$ cat src/rtl/texture_loader_pkg.sv
// Shared texture definitions: tile geometry, address mapping, loader FSM states.
package texture_loader_pkg;

  localparam int TEX_TILE_BITS   = 8;
  localparam int TEX_OFF_BITS    = 4;
  localparam int TEX_PIX_BITS    = 2 * TEX_OFF_BITS;
  localparam int TEX_ADDR_BITS   = TEX_TILE_BITS + TEX_PIX_BITS;
  localparam int TEX_RGB_BITS    = 12;
  localparam int TEX_TILE_PIXELS = 1 << TEX_PIX_BITS;
  localparam int TEX_TILE_BYTES  = (TEX_TILE_PIXELS * 3) / 2;

  // Texture ROM/RAM address layout, most significant field first.
  typedef struct packed {
    logic [TEX_TILE_BITS-1:0] tile;
    logic [TEX_OFF_BITS-1:0]  off_y;
    logic [TEX_OFF_BITS-1:0]  off_x;
  } tex_addr_t;

  // Loader FSM. HDR_OK is reserved; the header byte moves IDLE straight to DATA.
  typedef enum logic [1:0] {
    IDLE   = 2'd0,
    HDR_OK = 2'd1,
    DATA   = 2'd2,
    DONE   = 2'd3
  } loader_state_t;

  // Flat texture address for a texel of a tile.
  function automatic logic [TEX_ADDR_BITS-1:0] tex_addr(
    input logic [TEX_TILE_BITS-1:0] tile,
    input logic [TEX_OFF_BITS-1:0]  off_y,
    input logic [TEX_OFF_BITS-1:0]  off_x
  );
    tex_addr_t a;
    a.tile  = tile;
    a.off_y = off_y;
    a.off_x = off_x;
    return a;
  endfunction

endpackage

$ cat src/rtl/texture_loader_unpacker.sv
// Packs a byte stream into RGB444 pixels: three bytes b0,b1,b2 give
// pixel 0 = {b0, b1[7:4]} and pixel 1 = {b1[3:0], b2}.
module rgb444_unpacker
  import texture_loader_pkg::*;
(
  input  logic                    clk,
  input  logic                    rst,
  input  logic                    clear,
  input  logic [7:0]              byte_in,
  input  logic                    byte_valid,
  output logic [TEX_RGB_BITS-1:0] pix,
  output logic                    pix_valid
);

  logic [1:0] phase;
  logic [7:0] byte_latch;

  // Phase counter and previous-byte latch; clear discards any partial pixel.
  always_ff @(posedge clk or posedge rst) begin
    if (rst) begin
      phase      <= 2'd0;
      byte_latch <= 8'h00;
    end else if (clear) begin
      phase      <= 2'd0;
      byte_latch <= 8'h00;
    end else if (byte_valid) begin
      byte_latch <= byte_in;
      phase      <= (phase == 2'd2) ? 2'd0 : phase + 2'd1;
    end
  end

  // A pixel completes on the bytes consumed in phases 1 and 2.
  always_comb begin
    pix       = '0;
    pix_valid = 1'b0;
    if (byte_valid && !clear) begin
      case (phase)
        2'd1: begin
          pix       = {byte_latch, byte_in[7:4]};
          pix_valid = 1'b1;
        end
        2'd2: begin
          pix       = {byte_latch[3:0], byte_in};
          pix_valid = 1'b1;
        end
        default: begin
          pix       = '0;
          pix_valid = 1'b0;
        end
      endcase
    end
  end

endmodule

$ cat src/rtl/texture_loader.sv
// Tile upload engine: header byte selects a tile, then 3*2^(2*OFF_BITS-1)
// data bytes are unpacked into RGB444 texels and written in raster order.
//
// state  | meaning
// IDLE   | waiting for a header byte (tile index)
// HDR_OK | reserved, never entered
// DATA   | unpacking data bytes, one write per completed pixel
// DONE   | one-cycle completion pulse, no byte accepted
module texture_loader
  import texture_loader_pkg::*;
#(
  parameter int TILE_BITS = TEX_TILE_BITS,
  parameter int OFF_BITS  = TEX_OFF_BITS
) (
  input  logic                            clk,
  input  logic                            rst,
  input  logic [7:0]                      in_data,
  input  logic                            in_valid,
  output logic                            in_ready,
  input  logic                            abort,
  output logic                            we,
  output logic [TILE_BITS+2*OFF_BITS-1:0] waddr,
  output logic [TEX_RGB_BITS-1:0]         wdata,
  output logic                            busy,
  output logic                            done
);

  localparam int PIX_BITS = 2 * OFF_BITS;

  loader_state_t        state, state_next;
  logic [TILE_BITS-1:0] tile;
  logic [PIX_BITS-1:0]  pix_cnt;
  logic                 wr_last;
  logic                 consume;
  logic                 feed;
  logic                 unpack_clear;
  logic [TEX_RGB_BITS-1:0] pix;
  logic                 pix_valid;

  assign in_ready = (state != DONE) && !abort;
  assign consume  = in_valid && in_ready;
  assign busy     = (state == DATA) || (state == DONE);
  assign done     = (state == DONE);

  // wr_last marks the cycle the final write is on the port; the tile is
  // complete then, so a byte offered in that cycle is not unpacked.
  assign feed         = consume && (state == DATA) && !wr_last;
  assign unpack_clear = abort || (state != DATA);

  rgb444_unpacker u_unpacker (
    .clk        (clk),
    .rst        (rst),
    .clear      (unpack_clear),
    .byte_in    (in_data),
    .byte_valid (feed),
    .pix        (pix),
    .pix_valid  (pix_valid)
  );

  // State register.
  always_ff @(posedge clk or posedge rst) begin
    if (rst) state <= IDLE;
    else     state <= state_next;
  end

  // Next-state decode; abort overrides every transition.
  always_comb begin
    state_next = state;
    case (state)
      IDLE:    if (consume) state_next = DATA;
      DATA:    if (wr_last) state_next = DONE;
      DONE:    state_next = IDLE;
      default: state_next = IDLE;
    endcase
    if (abort) state_next = IDLE;
  end

  // Tile index, pixel counter and registered write port.
  always_ff @(posedge clk or posedge rst) begin
    if (rst) begin
      tile    <= '0;
      pix_cnt <= '0;
      wr_last <= 1'b0;
      we      <= 1'b0;
      waddr   <= '0;
      wdata   <= '0;
    end else begin
      we      <= pix_valid;
      wr_last <= pix_valid && (pix_cnt == {PIX_BITS{1'b1}});
      if (state == IDLE && consume) begin
        tile    <= TILE_BITS'(in_data);
        pix_cnt <= '0;
      end
      if (pix_valid) begin
        waddr   <= {tile, pix_cnt};
        wdata   <= pix;
        pix_cnt <= pix_cnt + 1'b1;
      end
    end
  end

endmodule

$ cat config.mk
export PLATFORM = sky130hd
export DESIGN_NAME = texture_loader
export DESIGN_NICKNAME = d
export VERILOG_FILES = /design/src/rtl/texture_loader_pkg.sv /design/src/rtl/texture_loader_unpacker.sv /design/src/rtl/texture_loader.sv
export SDC_FILE = /design/constraint.sdc
export NUM_CORES = 1
export LEC_CHECK = 0
export CORE_MARGIN = 2
export CORE_UTILIZATION = 57
export DETAILED_ROUTE_END_ITERATION = 16
export GPL_TIMING_DRIVEN = 0
export PLACE_DENSITY = 0.85
export SKIP_LAST_GASP = 1
export SLEW_MARGIN = 20
export SYNTH_ARGS = -nofsm -noshare
export SYNTH_HDL_FRONTEND = slang
export SYNTH_SLANG_ARGS = --single-unit
export TNS_END_PERCENT = 5
$ cat constraint.sdc
create_clock -name clk -period 2.5 [get_ports clk]
set_input_delay 0.375 -clock clk [delete_from_list [all_inputs] [get_ports clk]]
set_output_delay 0.375 -clock clk [all_outputs]
set_load 0.02 [all_outputs]
Word-level counts from Yosys, hierarchy flattened:

Index checks and enable logic that the tools add are counted.

* register bits after elaboration: 58
* bits of input ports: 12
* output and inout bits: 32
* logic and storage cells: 52

* add/sub/neg operators: 2
* equality and inequality tests: 9
* muxes and demuxes: 15
* reduce and logical (&&, ||, !) cells: 17

Operator list (count)
* 2-to-1 mux 8 bit: 4
* case mux 12 bit (2 select lines): 1
* 2-to-1 mux 12 bit: 1
* 2-to-1 mux 2 bit: 6
* adder 8 x 1 -> 8 bit (second input constant): 1
* equality test 8 bit (second input constant): 1
* logical AND 1 bit: 7
* equality test 2 bit (second input constant): 3
* != test 3 bit (second input constant): 2
* != test 2 bit (second input constant): 2
* case mux 2 bit (2 select lines): 1
* nonzero test 2 bit: 2
* zero test 1 bit: 3
* adder 2 x 1 -> 2 bit (second input constant): 1
* equality test 2 x 1 -> 1 bit (second input constant): 1
* zero test 2 bit: 1
* logical OR 1 bit: 2
* 2-to-1 mux 1 bit: 2
* AND reduction 2 bit: 1
* OR reduction 2 bit: 1

Depth between registers and ports, before layout:

* depth in word-level cells: 8
* gate-level depth with buffers: 8
* gate-level depth less buffers: 6

Modules after synthesis:

From an unflattened synthesis, not the netlist that was laid out.

* cell total of the unflattened synthesis: 224
* area total of the unflattened synthesis: 2595.0 um^2

By module, submodules not included
* texture_loader: instances 1, cells an instance 157, area an instance 1966.9 um^2, sequential area each 1201.2 um^2
* rgb444_unpacker: instances 1, cells an instance 67, area an instance 628.1 um^2, sequential area each 250.2 um^2

Worst setup path after synthesis:

Ideal clock, no wire load.

* path type: register to register
* start point: register u_unpacker.phase[0]
* end point: register pix_cnt[5]
* setup time: 0.087 ns
* data arrival time: 1.607 ns
* required time: 2.413 ns
* setup slack: 0.807 ns
* cell stages (with the launch flop): 6
* path buffers: 0
* clock period less this slack: 1.693 ns
* path through: dfrtp_1 inv_1 ha_1 or3b_2 or4_1 o211ai_1

* word-level cells in the longest chain between the ends: 5
* elaborated cells between the ends (all ways): 7
* those cells by class: eq/ne: 2; mux: 3; reduce/logical: 2

Ends and longest elaborated chain
* start, declared: line texture_loader_unpacker.sv:15 `logic [1:0] phase;`
* start signal, assigned: line texture_loader_unpacker.sv:28 `phase <= (phase == 2'd2) ? 2'd0 : phase + 2'd1;`
* equality test 2 x 1 -> 1 bit / equality test 2 bit (equally long branches): line texture_loader_unpacker.sv:37 `case (phase)`
* OR reduction 2 bit (no source line) (*)
* 2-to-1 mux 1 bit (*): line texture_loader_unpacker.sv:37
* 2-to-1 mux 1 bit (*): line texture_loader_unpacker.sv:36 `if (byte_valid && !clear) begin`
* 2-to-1 mux 8 bit / nonzero test 2 bit (equally long branches)
* end signal, assigned: line texture_loader.sv:97 `pix_cnt <= pix_cnt + 1'b1;`
* end, declared: line texture_loader.sv:32 `logic [PIX_BITS-1:0] pix_cnt;`

Every way passes the cells marked *; elsewhere a longest branch is shown, timed or not.
A chain may end at the register's enable or synchronous reset.

Worst setup path after layout:

* start point: register state[0]
* end point: output port in_ready

* word-level cells in the longest chain between the ends: 2

Ends and longest elaborated chain
* start, declared: line texture_loader.sv:30 `loader_state_t state, state_next;`
* start signal, assigned: line texture_loader.sv:63 `else state <= state_next;`
* != test 2 bit: line texture_loader.sv:40 `assign in_ready = (state != DONE) && !abort;`
* logical AND 1 bit: line texture_loader.sv:40
* end, declared: line texture_loader.sv:19 `output logic in_ready,`

No other way between the ends.

==> results.md <==
* Outcome: finished clean
* Clk pwr share at 0.419
* Static Leak at approximately 0.0015 uW
* Clock sinks at 58
* TritonRoute pass-1 iters at 5
* Post-route DRC at 0
* GPL Wtd Cong at between 0.8 and 0.9
* Crit path capture type: output pin
* Initial Utilization at 0.599
* RSZ-0062 raised after global routing: false
* Setup Fix Bufs, Post-CTS at 0
* Net Sw Power at ~560 uW
* Setup CP Type: flip-flop to output pin
* Wire length on met2 at roughly 3000 um
* Sw frac at 0.241
* Syn Nets at about 240
* Via Count at between 2000 and 2500
* Clock root cell: clkbuf_8
* Comb power frac at 0.124
* R2R depth at 6
* Nets at between 200 and 300
* Full die area at ~5200 um^2
* CP max FO at 8
* Routed len/inst at about 19 um
* Port Buffer Count at between 40 and 50
* Vias in the first global route at 1943
* Inst Count DP at between 300 and 400
* Num rows at 24
* Flop-to-flop setup slack at between 500 and 600 ps
* Startpoint Class: flip-flop
* Num CTS Buffers at 9
* Register bit total from synthesis at 58
* Filler Cell Count at a little over 300
* Worst Path Arrival at ~1800 ps
* Worst VDD drop at approximately 530 uV
* Unique masters post-synth at 45
* Minimum clock period at 2150 ps
* Core ar. at about 4400 um^2
* Clock skew at just under 8 ps
* Post-Syn Area at 2640 um^2
* Final setup viols at 0
* Sequential area share after synthesis at 0.549
* Clk buf depth at 2
* Drt via density at 6.05
* Max Cap Viol at 0
* Ys async rst share at 1.00
* Setup slack after layout at roughly 350 ps
* Height of the die at 72.1 um
* Post-CTS Resized at 0
* Max frequency at ~470 MHz
* Top Layer Used: met4
* Min-Delay Path Class: primary input to flip-flop
* Total track usage at 0.267
* # diodes at 0
* Number of enable flip-flop cells after synthesis at 0
* Flop pwr share at 0.457
* Final wirelength at 6160 um
* Pwr dens at roughly 700 nW/um^2
* Hold path depth at 2
* Metal3 WL at roughly 330 um
* CTS tree: done
* Cell Count, Final, Fillers Out at between 300 and 400
* Syn Area/Cell at ~12 um^2
* I/O pin count at 44
* Largest net degree at the start of global routing at 59
* Initial antenna violation count at 0
* Fin. max-slew vios at 0
* Slew @ Worst Pin at ~840 ps
* Hold Fails Final Rpt at 0
* Htree depth at 3
* Data required, critical path at ~2100 ps
* Die W at between 70 and 80 um
* Post-Syn Instances at between 200 and 250
* Remaining global-route overflow at 0
* Area Overhead vs Synth at 26.8%
* Worst hold margin at between 200 and 250 ps
* Hold buffers post-CTS at 0
* First-pass GRT wire length at 10200 um
* Dpl ws at about 430 ps
* Antenna Violating Nets Remaining at 0
* Initial drt markers at approximately 200
* Dpl hpwl at 3930 um
* M1 WL at roughly 2700 um
* Syn. warnings at 0
* Final setup TNS at 0 ps
* Cell internal pwr at 1750 uW
* Reg clk slew, reported paths at 60 ps
* Share of cells above drive strength 1 at 0.165
* Ys flop type: dfrtp_1
* Worst-Skew Late Latency at around 350 ps
* Fin crit share at 0.858
* Worst slew margin at 0.441
metal layers:
metal,up-vias,global-route usage
met3,11,0.0611
met4,0,0.107
met5,-,0
li1,904,-
met2,77,0.403
met1,1011,0.380
kinds of logic (layout without fill, tap and decap cells):
group / count (synthesis) / in the layout / synth area share
compound gates: 69 / 69 / 0.173
fa+ha+maj: 5 / 5 / 0.0237
buf+inv: 25 / 82 / 0.0582
flops: 58 / 58 / 0.549
mux: 13 / 13 / 0.0691
simple gates: 52 / 52 / 0.126
cell usage after synthesis (2+ instances only):
master    instances  share of area
dfrtp_1          58           0.55
o21ai_0          32          0.061
nand2_1          27          0.038
a22oi_1          12          0.034
a22o_1           10          0.033
mux2_4           10          0.057
inv_1             8          0.011
clkbuf_1          7         0.0099
buf_6             5          0.021
ha_1              5          0.024
nand3_1           5         0.0095
a31oi_1           4         0.0095
a21oi_1           2         0.0038
buf_4             2         0.0057
mux2_2            2         0.0085
nor2_1            2         0.0028
nor2b_1           2         0.0047
o211ai_1          2         0.0057
path summary, 6_finish.rpt:
path | start | to
max | state[0] | in_ready
max reg2reg | u_unpacker.phase[0] | pix_cnt[5]
min | abort | state[1]
max in group asynchronous | rst | state[0]
min reg2reg | tile[7] | tile[7]
min in group asynchronous | rst | tile[4]
sequential cells by signal (all words and copies together), names as in the netlist:
signal,cells
pix_cnt,8
state,2
tile,8
u_unpacker.byte_latch,8
u_unpacker.phase,2
waddr,16
wdata,12
we,1
wr_last,1
power by group through the flow:
stage	clock network, uW	logic, uW	registers [uW]
finish	968	286	1050
global route	1010	314	1060
CTS	971	288	1050
detailed placement	0	285	1070
global placement	0	278	1070
floorplan	0	137	1090
final cells by class:
cell class                 instances  area (um^2)  share of cell area
buffer                            16          118              0.0351
clock buffer                      13          159              0.0474
clock inverter                     2         60.1              0.0179
inverter                           9         38.8              0.0116
multi-input combinational        139         1040               0.310
sequential                        58         1450               0.433
tap                               52         65.1              0.0194
timing repair buffer              42          420               0.126
cells in the final DEF (no fill, tap or decap), drive strengths merged, types with 2 or more instances in the layout:
cell type / synthesis / final
a31oi: 4 / 4
nand3: 5 / 5
nand2: 28 / 28
dfrtp: 58 / 58
a21oi: 2 / 2
bufinv: 0 / 2
nor2: 3 / 3
nor2b: 2 / 2
ha: 5 / 5
buf: 9 / 9
nor4b: 2 / 2
a22o: 10 / 10
clkbuf: 7 / 20
mux2: 12 / 12
a22oi: 12 / 12
o211ai: 2 / 2
clkdlybuf4s50: 0 / 42
inv: 9 / 9
o21ai: 33 / 33
nor4: 2 / 2
worst max-delay path, stage by stage, from the launching register on:
cell and delay, ps:
dfrtp_1 350, buf_4 160, and2_1 170, nor2_1 110, clkdlybuf4s50_1 630
stage by stage:
stage,total power [uW],area (um^2),utilization
2_1_floorplan,1230,2640,-
3_3_place_gp,1340,3130,0.709
3_5_place_dp,1360,3130,0.709
4_1_cts,2310,3350,0.759
5_1_grt,2380,3350,0.759
6_report,2310,3350,0.759
No activity file was read; power rests on OpenSTA's default activity.
